<file path="src/rtl/dmux_sched_pkg.sv">
// Shared types and helpers for the round-robin demux scheduler.
//   state_t       : EMPTY (no word held) / HOLD (one word held)
//   next_enabled  : round-robin successor of a destination under an enable mask
package dmux_sched_pkg;

  typedef enum logic {
    EMPTY = 1'b0,
    HOLD  = 1'b1
  } state_t;

  // Widest destination count the helper handles.
  localparam int MAX_N = 8;

  // First k in sel+1, sel+2, ... (mod n) whose mask bit is set.
  // Scanning from the far end means the nearest enabled destination is the
  // last one written. The loop always reaches k == sel at distance n. So when
  // sel is the only enabled destination, the result is sel. With an empty
  // mask, the result is also sel.
  function automatic int next_enabled(input int sel, input logic [MAX_N-1:0] mask,
                                      input int n);
    int k;
    int result;
    result = sel;
    for (int i = MAX_N; i >= 1; i--) begin
      if (i <= n) begin
        k = (sel + i) % n;
        if (mask[k]) result = k;
      end
    end
    return result;
  endfunction

endpackage

</file>
<file path="src/rtl/dmux_n.sv">
// Combinational 1-to-N demultiplexer.
//   i_data  : word to steer
//   i_sel   : destination lane index
//   o_lanes : N_OUT lanes packed lane 0 at the LSBs; unselected lanes are 0
module dmux_n #(
  parameter int WIDTH = 16,
  parameter int N_OUT = 4,
  parameter int SEL_W = $clog2(N_OUT)
) (
  input  logic [WIDTH-1:0]       i_data,
  input  logic [SEL_W-1:0]       i_sel,
  output logic [N_OUT*WIDTH-1:0] o_lanes
);

  genvar gi;
  generate
    for (gi = 0; gi < N_OUT; gi++) begin : g_lane
      assign o_lanes[gi*WIDTH +: WIDTH] = (i_sel == SEL_W'(gi)) ? i_data : '0;
    end
  endgenerate

endmodule

</file>
<file path="src/rtl/dmux_scheduler.sv">
// Round-robin dispatcher in front of an N-way demux. It takes one word per
// valid/ready handshake and holds it. The word is then steered to the
// destination chosen by sel. Destinations that are disabled or stalled are
// skipped.
//   clk, rst_n            : clock (rising edge), asynchronous active-low reset
//   in_data/valid/ready   : producer handshake
//   en_mask               : per-destination enable
//   out_ready             : per-destination ready
//   out_valid             : one-hot valid at sel
//   out_data              : packed lanes; only lane sel carries the held word
//   sel                   : registered destination select
//   skip                  : one-cycle pulse when a held word is reassigned
module dmux_scheduler
  import dmux_sched_pkg::*;
#(
  parameter int WIDTH   = 16,
  parameter int N_OUT   = 4,
  parameter int SEL_W   = $clog2(N_OUT),
  parameter int TIMEOUT = 8
) (
  input  logic                   clk,
  input  logic                   rst_n,
  input  logic [WIDTH-1:0]       in_data,
  input  logic                   in_valid,
  output logic                   in_ready,
  input  logic [N_OUT-1:0]       en_mask,
  input  logic [N_OUT-1:0]       out_ready,
  output logic [N_OUT-1:0]       out_valid,
  output logic [N_OUT*WIDTH-1:0] out_data,
  output logic [SEL_W-1:0]       sel,
  output logic                   skip
);

  localparam int CNT_W = (TIMEOUT > 1) ? $clog2(TIMEOUT) : 1;
  localparam logic [CNT_W-1:0] CNT_LAST = CNT_W'((TIMEOUT > 0) ? TIMEOUT - 1 : 0);
  localparam logic [CNT_W-1:0] CNT_MAX  = '1;

  state_t            r_state;
  logic [WIDTH-1:0]  r_hold;
  logic [SEL_W-1:0]  r_sel;
  logic [CNT_W-1:0]  r_stall_cnt;
  logic              r_skip;

  logic              w_full;
  logic              w_any_en;
  logic              w_sel_en;
  logic              w_fire;
  logic              w_accept;
  logic              w_timeout;
  logic [MAX_N-1:0]  w_mask8;
  logic [SEL_W-1:0]  w_nxt;
  logic [WIDTH-1:0]  w_lane_src;

  assign w_full   = (r_state == HOLD);
  assign w_any_en = |en_mask;
  assign w_sel_en = en_mask[r_sel];
  assign w_fire   = w_full & w_sel_en & out_ready[r_sel];
  // The slot frees up in the same cycle it drains, so words can arrive back to back.
  assign in_ready = w_any_en & (~w_full | w_fire);
  assign w_accept = in_valid & in_ready;
  assign w_timeout = (TIMEOUT > 0) && (r_stall_cnt == CNT_LAST);

  assign w_mask8 = MAX_N'(en_mask);
  assign w_nxt   = SEL_W'(next_enabled(int'(r_sel), w_mask8, N_OUT));

  // An all-zero mask freezes everything. The held word, sel and the counter
  // stay put until some destination is enabled again.
  always_ff @(posedge clk or negedge rst_n) begin
    if (!rst_n) begin
      r_state     <= EMPTY;
      r_hold      <= '0;
      r_sel       <= '0;
      r_stall_cnt <= '0;
      r_skip      <= 1'b0;
    end else begin
      r_skip <= 1'b0;
      if (w_any_en) begin
        if (w_fire) begin
          r_sel       <= w_nxt;
          r_stall_cnt <= '0;
          r_state     <= w_accept ? HOLD : EMPTY;
          if (w_accept) r_hold <= in_data;
        end else if (w_full) begin
          // A disabled target or an expired stall moves the word on.
          // The word itself is never dropped.
          if (!w_sel_en || w_timeout) begin
            r_sel       <= w_nxt;
            r_stall_cnt <= '0;
            r_skip      <= 1'b1;
          end else if (r_stall_cnt != CNT_MAX) begin
            r_stall_cnt <= r_stall_cnt + 1'b1;
          end
        end else begin
          // While empty, sel is not left parked on a disabled destination.
          if (!w_sel_en) r_sel <= w_nxt;
          if (w_accept) begin
            r_hold  <= in_data;
            r_state <= HOLD;
          end
        end
      end
    end
  end

  assign sel  = r_sel;
  assign skip = r_skip;

  genvar gi;
  generate
    for (gi = 0; gi < N_OUT; gi++) begin : g_valid
      assign out_valid[gi] = w_full & en_mask[gi] & (r_sel == SEL_W'(gi));
    end
  endgenerate

  assign w_lane_src = w_full ? r_hold : '0;

  dmux_n #(
    .WIDTH (WIDTH),
    .N_OUT (N_OUT),
    .SEL_W (SEL_W)
  ) u_dmux (
    .i_data  (w_lane_src),
    .i_sel   (r_sel),
    .o_lanes (out_data)
  );

endmodule

</file>
<file path="config.mk">
export PLATFORM = sky130hd
export DESIGN_NAME = dmux_scheduler
export DESIGN_NICKNAME = d
export VERILOG_FILES = /design/src/rtl/dmux_sched_pkg.sv /design/src/rtl/dmux_n.sv /design/src/rtl/dmux_scheduler.sv
export SDC_FILE = /design/constraint.sdc
export NUM_CORES = 1
export LEC_CHECK = 0
export CELL_PAD_IN_SITES_DETAIL_PLACEMENT = 1
export CELL_PAD_IN_SITES_GLOBAL_PLACEMENT = 1
export CORE_MARGIN = 2
export CORE_UTILIZATION = 48
export CTS_CLUSTER_SIZE = 40
export DETAILED_ROUTE_END_ITERATION = 8
export DONT_BUFFER_PORTS = 1
export GPL_TIMING_DRIVEN = 0
export HOLD_SLACK_MARGIN = 0.05
export PLACE_DENSITY_LB_ADDON = 0.1
export SLEW_MARGIN = 20
export SYNTH_ARGS = -nofsm -noshare
export SYNTH_HDL_FRONTEND = slang
export SYNTH_HIERARCHICAL = 1
export SYNTH_SLANG_ARGS = --single-unit
</file>
<file path="constraint.sdc">
create_clock -name clk -period 2.5 [get_ports clk]
set_input_delay 0.375 -clock clk [delete_from_list [all_inputs] [get_ports clk]]
set_output_delay 0.375 -clock clk [all_outputs]
set_load 0.02 [all_outputs]
</file>
=== Word level (Yosys, flattened, before mapping) ===
Cells that the tools add are included.

* Bits in registers: 23
* Bits of input ports: 27
* Output and inout port bits: 72
* Word-level logic and storage cells: 97

* $add $sub $neg: 5
* Order comparisons: 5
* Equal/unequal tests: 8
* Mux-type cells: 43
* Bitwise logic cells: 18
* Reduce and logical (&&, ||, !) cells: 13

{| class="wikitable"
|+ Operators by type and width
! kind !! number
|-
| 16-bit two-way mux || 8
|-
| 3-bit by 5-bit < comparator with 1-bit output, second input constant || 4
|-
| 1-bit two-way mux || 17
|-
| 2-bit two-way mux || 8
|-
| 1-bit AND || 12
|-
| 1-bit binary-select mux with 3-bit select || 4
|-
| 3-bit two-way mux || 4
|-
| 2-bit OR reduction || 4
|-
| 3-bit AND reduction || 2
|-
| 2-bit by 1-bit adder with 2-bit output, second input constant || 2
|-
| 2-bit adder, second input constant || 2
|-
| 1-bit AND, first input constant || 4
|-
| 1-bit binary-select mux with 2-bit select || 2
|-
| 2-bit == test, second input constant || 2
|-
| 4-bit OR reduction || 1
|-
| 3-bit by 1-bit adder with 3-bit output, second input constant || 1
|-
| 3-bit == test, second input constant || 1
|-
| 2-bit by 3-bit < comparator with 1-bit output, second input constant || 1
|-
| 3-bit by 1-bit != test with 1-bit output, second input constant || 1
|-
| 3-bit by 2-bit != test with 1-bit output, second input constant || 1
|-
| 3-bit != test, second input constant || 1
|-
| 3-bit nonzero test || 1
|-
| 2-bit by 1-bit == test with 1-bit output, second input constant || 1
|-
| 2-bit logical NOT || 1
|-
| 7 further kinds || 7
|}

=== Depth between registers and ports, before layout ===
Gate-level depths: netlist of the first run.

* Depth after elaboration: 13
* Gate-level depth with buffers: 7
* Gate-level depth less buffers: 6

=== By module ===
Netlist of the first run, hierarchy kept.

{| class="wikitable"
|+ Modules (own cells, without submodules)
! module !! instances !! cells each !! area an instance (µm²) !! sequential area each (µm²)
|-
| dmux_scheduler || 1 || 110 || 1,378.8 || 575.6
|-
| dmux_n || 1 || 78 || 723.2 || 0.0
|}

=== Worst setup path before layout of the first run ===
No wires, ideal clock.

* Kind: register to register
* Start point: reg r_sel[1], in the netlist sel[1]
* End point: reg r_sel[0], in the netlist sel[0]
* Library setup time: 0.077 ns
* Data arrival time: 2.096 ns
* Required time: 2.423 ns
* Path slack: 0.326 ns
* Cell stages (with the launch flop): 8
* Path buffers: 1
* Clock period less this slack: 2.174 ns
* Cells stage by stage: dfrtp_1 > clkbuf_1 > inv_1 > ha_1 > mux4_2 > o221ai_1 > a21oi_1 > a21oi_1

* Longest elaborated chain between the ends: 13
* Elaborated cells on any way between the ends: 43
* Classes of those cells: add/sub (4); eq/ne (2); mux (24); bitwise (6); reduce/logical (7)

{| class="wikitable"
|+ RTL lines
! what !! line !! source
|-
| from (decl) || dmux_scheduler.sv:40 || <nowiki>logic [SEL_W-1:0] r_sel;</nowiki>
|-
| from (signal assigned) || dmux_scheduler.sv:79 || <nowiki>r_sel <= w_nxt;</nowiki>
|-
| from (signal assigned) || dmux_scheduler.sv:87 || <nowiki>r_sel <= w_nxt;</nowiki>
|-
| from (signal assigned) || dmux_scheduler.sv:95 || <nowiki>if (!w_sel_en) r_sel <= w_nxt;</nowiki>
|-
| 2-bit by 1-bit adder with 2-bit output || dmux_sched_pkg.sv:26 || <nowiki>k = (sel + i) % n;</nowiki>
|-
| 2-bit OR reduction (no source line) || - ||
|-
| 1-bit AND (no source line) || - ||
|-
| 1-bit binary-select mux with 3-bit select || dmux_sched_pkg.sv:27 || <nowiki>if (mask[k]) result = k;</nowiki>
|-
| 1-bit two-way mux (implied by the code) (2 in series) || dmux_sched_pkg.sv:27 ||
|-
| 2-bit two-way mux (4 in series) || dmux_sched_pkg.sv:27 ||
|-
| 2-bit two-way mux, on equally long branches || dmux_scheduler.sv:95, dmux_scheduler.sv:86 ||
|-
| 2-bit two-way mux || dmux_scheduler.sv:83 || <nowiki>end else if (w_full) begin</nowiki>
|-
| 2-bit two-way mux || dmux_scheduler.sv:78 || <nowiki>if (w_fire) begin</nowiki>
|}

Several ways; a longest one is shown, not always the timed one. The select of a mux whose other input is x is not followed.
A chain may end at the register's enable or synchronous reset.

=== Worst setup path in the final report of the first run ===
* Start point: reg r_sel[1], in the netlist sel[1]
* End point: out in_ready

* Longest elaborated chain between the ends: 6
* Elaborated cells on any way between the ends: 8
* Classes of those cells: mux (4); bitwise (4)

{| class="wikitable"
|+ RTL lines
! what !! line !! source
|-
| 1-bit binary-select mux with 2-bit select || dmux_scheduler.sv:56 || <nowiki>assign w_sel_en = en_mask[r_sel];</nowiki>
|-
| 1-bit two-way mux (implied by the code) || dmux_scheduler.sv:56 ||
|-
| 1-bit AND || dmux_scheduler.sv:57 || <nowiki>assign w_fire = w_full & w_sel_en & out_ready[r_sel];</nowiki>
|-
| 1-bit AND * || dmux_scheduler.sv:57 ||
|-
| 1-bit bitwise OR * || dmux_scheduler.sv:59 || <nowiki>assign in_ready = w_any_en & (~w_full | w_fire);</nowiki>
|-
| 1-bit AND * || dmux_scheduler.sv:59 ||
|-
| to (decl) || dmux_scheduler.sv:25 || <nowiki>output logic in_ready,</nowiki>
|}

Mark *: on every way between the ends. The rest lies on a longest branch, timed or not. The select of a mux whose other input is x is not followed.

==> impl_metrics.ini, run 1 <==
[clock_network]
ctsHtreeMaxLevel = 1
buffers_from_clock_root_to_sink_at_most = 2
cts-root-buf = sky130_fd_sc_hd__clkbuf_8
cts.reportedPaths.clkPinSlew_ns = 0.08
clock_tree_from_tritoncts = yes
clk_latency_ns = 0.26
numClockSinks = 23
numCtsBuffers = 3
cts_setup_buffers = 0

[floorplanning]
placeableCoreArea_mm2 = 0.00429
io_pins = 99
die_height_um = 70.2
initial_standard_cell_utilization_of_the_core_pct = 49.0
die_area_mm2 = 0.00492
die_width_um = 70.2
fp-row-count = 24

[routing]
route.vias.total = 1496
drt.antenna.violating_nets = 0
routed_wire_length_per_instance_um = 20.8
drt_wl_total_um = 5080
drcViolationCount = 0
drt_iter0_drc = 41
routed_vias_inst = 6.11
firstDrtPassIters = 4

[outcome]
result_of_the_run = complete, no violations

[critical_path]
slowest_stage = sky130_fd_sc_hd__dfrtp_1
critical_path.top_delay_family = flip-flops
worstSetupEndpointType = output port
crit_arrival_ns = 2.03
slowest_delay_ns = 0.56
crit_chain = clkbuf_2 > mux4_2 > a21boi_4 > and2b_1
timing.critical_path.from_type = register
worst-endpoint-required_ns = 2.12
timing_worst_setup_path_type = register to output port
critical_path_peak_fanout = 8
critical_path_buf_inv_count = 1

[yosys]
syn-num-nets = 221
syn_area_mm2 = 0.00210
synth_warnings = 6
synth_cell_types = 33
mean_area_per_synthesized_cell_um2 = 11.2
sequential_to_total_area_share_from_yosys_stat_pct = 27.4
synth_seq_cells = 23
synth_cells = 188

[layout]
drive_gt1_share_pct = 33.2
nets = 227
fill_cells = 474
final_common_cell = sky130_fd_sc_hd__and3b_1
n_antenna_cell = 0
layout_common_cells = sky130_fd_sc_hd__and3b_1, sky130_fd_sc_hd__dfrtp_1, sky130_fd_sc_hd__and3_1, sky130_fd_sc_hd__and2_1, sky130_fd_sc_hd__nor3b_2
areaGrowthSynthToFinish_pct = 5.65

[timing]
report.final.slew_viol_count = 0
setup_viol_count_final = 0
maxClockFrequency_mhz = 416
timing_worst_slew_pin_value_ns = 0.538
final.period_utilization_pct = 96.2
timing.final.ws_setup_ns = 0.0953
finClkSkew_ns = 0.00307
tns_ns = 0
final_hold_viol_count = 0
grt_setup_unrepaired = no
slew_headroom_pct = 63.6
final_period_minus_worst_setup_slack_ns = 2.40

[place]
preCtsSetupSlack_ns = 0.0212
port_buffers = 0
gp_routability_congestion = 0.867
detailed_placement_hpwl_um = 4040

[pwr]
power_density_mw_per_mm2 = 1550
vdd_drop_max_v = 0.000528
total_design_power_uw = 3440
leakage_uw = 0.00112

[grt]
grt-ovfl-total = 0
total_routing_resource_utilization_after_global_routing_pct = 20.3
grt_antenna_before_repair = 0
grt_start_max_net_pins = 24
grt_pass1_wl_um = 8060
grt_pass1_vias = 1512

[min_path]
worstHoldPathType = input pin to asynchronous set/reset pin

[job]
cap_viol_max_count = 0
[metrics by stage]
step | cells | utilization [%] | area [um2] | hold WS (ns)
3_5_place_dp | 240 | 50.5 | 2170 | 0.0798
2_1_floorplan | 188 | - | 2100 | 0.0794
3_3_place_gp | 240 | 50.5 | 2170 | 0.0800
5_1_grt | 245 | 51.7 | 2220 | 0.109
6_report | 245 | 51.7 | 2220 | 0.0873
4_1_cts | 245 | 51.8 | 2230 | 0.251
[cell usage after synthesis]
cell type                   number  area share (%)
sky130_fd_sc_hd__a2111oi_0       1            0.42
sky130_fd_sc_hd__a211oi_1        1            0.36
sky130_fd_sc_hd__a21boi_4        1            0.89
sky130_fd_sc_hd__a21o_1          1            0.36
sky130_fd_sc_hd__a21oi_1         4            0.95
sky130_fd_sc_hd__a22o_1          2            0.83
sky130_fd_sc_hd__and2_1         16             4.8
sky130_fd_sc_hd__and2b_1         1            0.36
sky130_fd_sc_hd__and3_1         20             6.0
sky130_fd_sc_hd__and3b_1        32              13
sky130_fd_sc_hd__buf_12          1            0.95
sky130_fd_sc_hd__buf_2           1            0.24
sky130_fd_sc_hd__buf_4           4             1.4
sky130_fd_sc_hd__buf_6          11             5.9
sky130_fd_sc_hd__clkbuf_1        4            0.71
sky130_fd_sc_hd__dfrtp_1        23              27
sky130_fd_sc_hd__ha_1            6             3.6
sky130_fd_sc_hd__inv_1           2            0.36
sky130_fd_sc_hd__mux2_2          8             4.3
sky130_fd_sc_hd__mux2_4         10             7.1
sky130_fd_sc_hd__mux2i_1         5             2.4
sky130_fd_sc_hd__mux4_2          3             3.2
sky130_fd_sc_hd__nand2_1         2            0.36
sky130_fd_sc_hd__nand2b_1        3            0.89
sky130_fd_sc_hd__nor2_1          1            0.18
sky130_fd_sc_hd__nor2_4          1            0.54
sky130_fd_sc_hd__nor3b_2        16             9.5
sky130_fd_sc_hd__nor4b_1         2            0.83
sky130_fd_sc_hd__o21ai_0         1            0.24
sky130_fd_sc_hd__o221ai_1        1            0.42
sky130_fd_sc_hd__o22ai_1         2            0.60
sky130_fd_sc_hd__or2_2           1            0.30
sky130_fd_sc_hd__or4_1           1            0.36
[metal layers]
layer	GRT usage [%]	up-vias	part of all wire, %
met1	25.8	738	42
met4	5.13	0	0.81
met2	36.2	65	51
li1	-	689	-
met3	2.89	4	6.0
met5	0	-	0
[cells by family after synthesis]
family,count (synthesis),synth area share (%)
mux,26,17.0
flops,23,27.4
fa+ha+maj,6,3.57
simple gates,96,37.4
buf+inv,23,9.58
compound gates,14,5.06
[state kept, by name, indices dropped and copies added (netlist names)]
name,cells
r_hold,16
r_stall_cnt,3
r_state,1
sel,2
skip,1
[layout make-up]
cell class              instances  area [um2]  area share (%)
inverters                       2        7.51           0.338
multi-input cells             142        1330            59.7
repair buffers                  1        5.00           0.225
plain buffers                  21         195            8.79
flip-flops and latches         23         577            26.0
well taps                      52        65.1            2.93
clock inverters                 1        5.00           0.225
clock buffers                   3        41.3            1.86
[path summary, 6_finish.rpt]
path / startpoint / slack, ns / end / depth (start not counted)
max: sel[1]$_DFFE_PN0P_ / 0.1 / in_ready / 4
min: rst_n / 0.09 / r_stall_cnt[2]$_DFFE_PN0P_ / 1
max reg2reg: sel[1]$_DFFE_PN0P_ / 0.14 / sel[0]$_DFFE_PN0P_ / 7
min reg2reg: r_hold[6]$_DFFE_PN0P_ / 0.51 / r_hold[6]$_DFFE_PN0P_ / 1
max in group asynchronous: rst_n / 2.03 / sel[0]$_DFFE_PN0P_ / 1
min in group clk: in_data[10] / 0.26 / r_hold[10]$_DFFE_PN0P_ / 1
[power by group]
part	switching [uW]	internal [uW]
Clock	115	111
Sequential	148	552
Combinational	1480	1040
Total	1740	1700
[what timing repair did]
| item | in CTS | in global routing |
|---|---|---|
| gates resized for setup | 2 | 0 |
| hold endpoints to repair | 23 | 0 |
| hold buffers | 1 | 0 |
| setup endpoints to repair | 1 | 0 |
[worst reg2reg max path, delay by kind of cell (launching register included)]
family / cells / cell delay, ns
DFF: 1 / 0.56
adders and majority gates: 1 / 0.35
AOI/OAI and AO/OA: 3 / 0.43
muxes: 1 / 0.54
buffers and inverters: 2 / 0.41
(Power assumes the default switching activity.)
==> run 2, diff against run 1 <==
Settings changed: CORE_ASPECT_RATIO from default to 0.6.
==> run 2 against run 1 <==
Against the previous run: worst setup slack better by 0.0024 ns; count of clock-buffer cells in the layout unchanged; highest routed layer unchanged; non-clock buffer count unchanged; global-route usage up 0.86 points; combinational power about the same; sequential share of layout area down 0.075 points; hold slack worse by 0.0082 ns; total power up 1.1%; clock skew down 0.0017 ns.
==> impl_metrics.ini, run 2 (synthesis results as in run 1) <==
[floorplanning]
die_height_um = 55.3
fp-row-count = 18
initial_standard_cell_utilization_of_the_core_pct = 50.5
die_area_mm2 = 0.00494
io_pins = 99
placeableCoreArea_mm2 = 0.00417
die_width_um = 89.4

[critical_path]
cp-startpoint = sel[0]$_DFFE_PN0P_
setup.reg_to_reg.worst_slack_ns = 0.28
critical_path_peak_fanout = 9
worstReg2RegEnd = sel[0]$_DFFE_PN0P_
crit_chain = buf_6 > mux4_2 > a21boi_4 > and2b_1
worstSetupEndpointType = output port
timing_worst_setup_path_type = register to output port
rr_startpoint = sel[1]$_DFFE_PN0P_
worst-endpoint-required_ns = 2.12
timing.critical_path.from_type = register
reg2regPathDepth = 7
crit_arrival_ns = 2.03
slowest_delay_ns = 0.60
setup.worst_path.end = in_ready
slowest_stage = sky130_fd_sc_hd__mux4_2

[layout]
final_cell_count_no_fill = 253
layout.core_utilization_pct = 53.6
nets = 227
drive_gt1_share_pct = 33.7
n_antenna_cell = 0
largest_register_ff_count = 16
fill_cells = 442
final_common_cell = sky130_fd_sc_hd__and3b_1
max_flop_register = r_hold
layout_common_cells = sky130_fd_sc_hd__and3b_1, sky130_fd_sc_hd__dfrtp_1, sky130_fd_sc_hd__and3_1, sky130_fd_sc_hd__and2_1, sky130_fd_sc_hd__nor3b_2
areaGrowthSynthToFinish_pct = 6.19

[pwr]
power_density_mw_per_mm2 = 1560
leakage_uw = 0.00112
vdd_drop_max_v = 0.000697

[clock_network]
numCtsBuffers = 3
ctsHtreeMaxLevel = 1
clock_tree_from_tritoncts = yes
clk_latency_ns = 0.26
numClockSinks = 23
buffers_from_clock_root_to_sink_at_most = 2
cts.reportedPaths.clkPinSlew_ns = 0.08
cts-root-buf = sky130_fd_sc_hd__clkbuf_8

[timing]
tns_ns = 0
report.final.slew_viol_count = 0
slew_headroom_pct = 65.3
grt_setup_unrepaired = no
final_hold_viol_count = 0
final_period_minus_worst_setup_slack_ns = 2.40
finClkSkew_ns = 0.00134
setup_viol_count_final = 0
timing.final.ws_setup_ns = 0.0978
final.period_utilization_pct = 96.1
maxClockFrequency_mhz = 416
timing_worst_slew_pin_value_ns = 0.514

[place]
placed_cells_incl_taps = 248
port_buffers = 0
detailed_placement_hpwl_um = 4190
gp_routability_congestion = 0.794
preCtsSetupSlack_ns = 0.0545

[routing]
routed_wire_length_per_instance_um = 20.9
drcViolationCount = 0
route.vias.total = 1497
drt_iter0_drc = 66
firstDrtPassIters = 4
routed_vias_inst = 5.92
drt.antenna.violating_nets = 0
drt_wl_total_um = 5300

[grt]
grt_pass1_vias = 1441
grt_start_max_net_pins = 24
grt_pass1_wl_um = 8080
grt_antenna_before_repair = 0
total_routing_resource_utilization_after_global_routing_pct = 21.2
grt-ovfl-total = 0

[job]
cap_viol_max_count = 0

[min_path]
worstHoldPathType = input pin to asynchronous set/reset pin

[outcome]
result_of_the_run = complete, no violations
## run 2: layer usage
layer  GRT usage [%]  part of all wire, %  vias to the layer above
met3            5.98                  7.0                        2
li1                -                    -                      691
met1            31.8                   48                      750
met2            32.0                   45                       54
met4            1.28                 0.19                        0
met5               0                    0                        -
## run 2: layout make-up
type,instances,area (um2),share of cell area (%)
multi-input cells,142,1330,59.4
flip-flops and latches,23,578,25.9
plain buffers,21,195,8.74
well taps,60,75.1,3.36
clock buffers,3,41.3,1.85
inverters,2,7.51,0.336
clock inverters,1,5.00,0.224
repair buffers,1,5.00,0.224
## run 2: repair_timing
action,4_1_cts,5_1_grt
hold endpoints to repair,23,0
setup endpoints to repair,1,1
hold buffers,1,0
buffers inserted,0,0
gates cloned,0,0
gates resized for setup,2,1
## run 2: power by group
part | total, uW | internal, uW | switching [uW]
Combinational | 2540 | 1040 | 1500
Sequential | 709 | 554 | 155
Clock | 232 | 111 | 121
## run 2: stage by stage
stage	total power [uW]	cell area, um2	hold slack [ns]
final	3480	2230	0.0792
after global routing	3700	2230	0.107
after CTS	3500	2240	0.251
after detailed placement	3240	2180	0.0800
after global placement	3150	2180	0.0801
after floorplan	2830	2100	0.0794
## run 2: worst max-delay path: cells and delay by family (launching register included)
kind	cells	cell delay, ns
multiplexers	1	0.60
buffers and inverters	1	0.18
AND/OR/NAND/NOR	1	0.27
AO/OA/AOI/OAI	1	0.21
flip-flops	1	0.50
## run 2: worst min path at each step
stage                from                      to  slack (ns)
2_1_floorplan       rst_n   r_hold[0]$_DFFE_PN0P_        0.08
3_3_place_gp        rst_n  r_hold[11]$_DFFE_PN0P_        0.08
3_5_place_dp        rst_n      sel[1]$_DFFE_PN0P_        0.08
4_1_cts        in_data[1]   r_hold[1]$_DFFE_PN0P_        0.25
5_1_grt             rst_n   r_hold[0]$_DFFE_PN0P_        0.11
6_report            rst_n   r_hold[8]$_DFFE_PN0P_        0.08
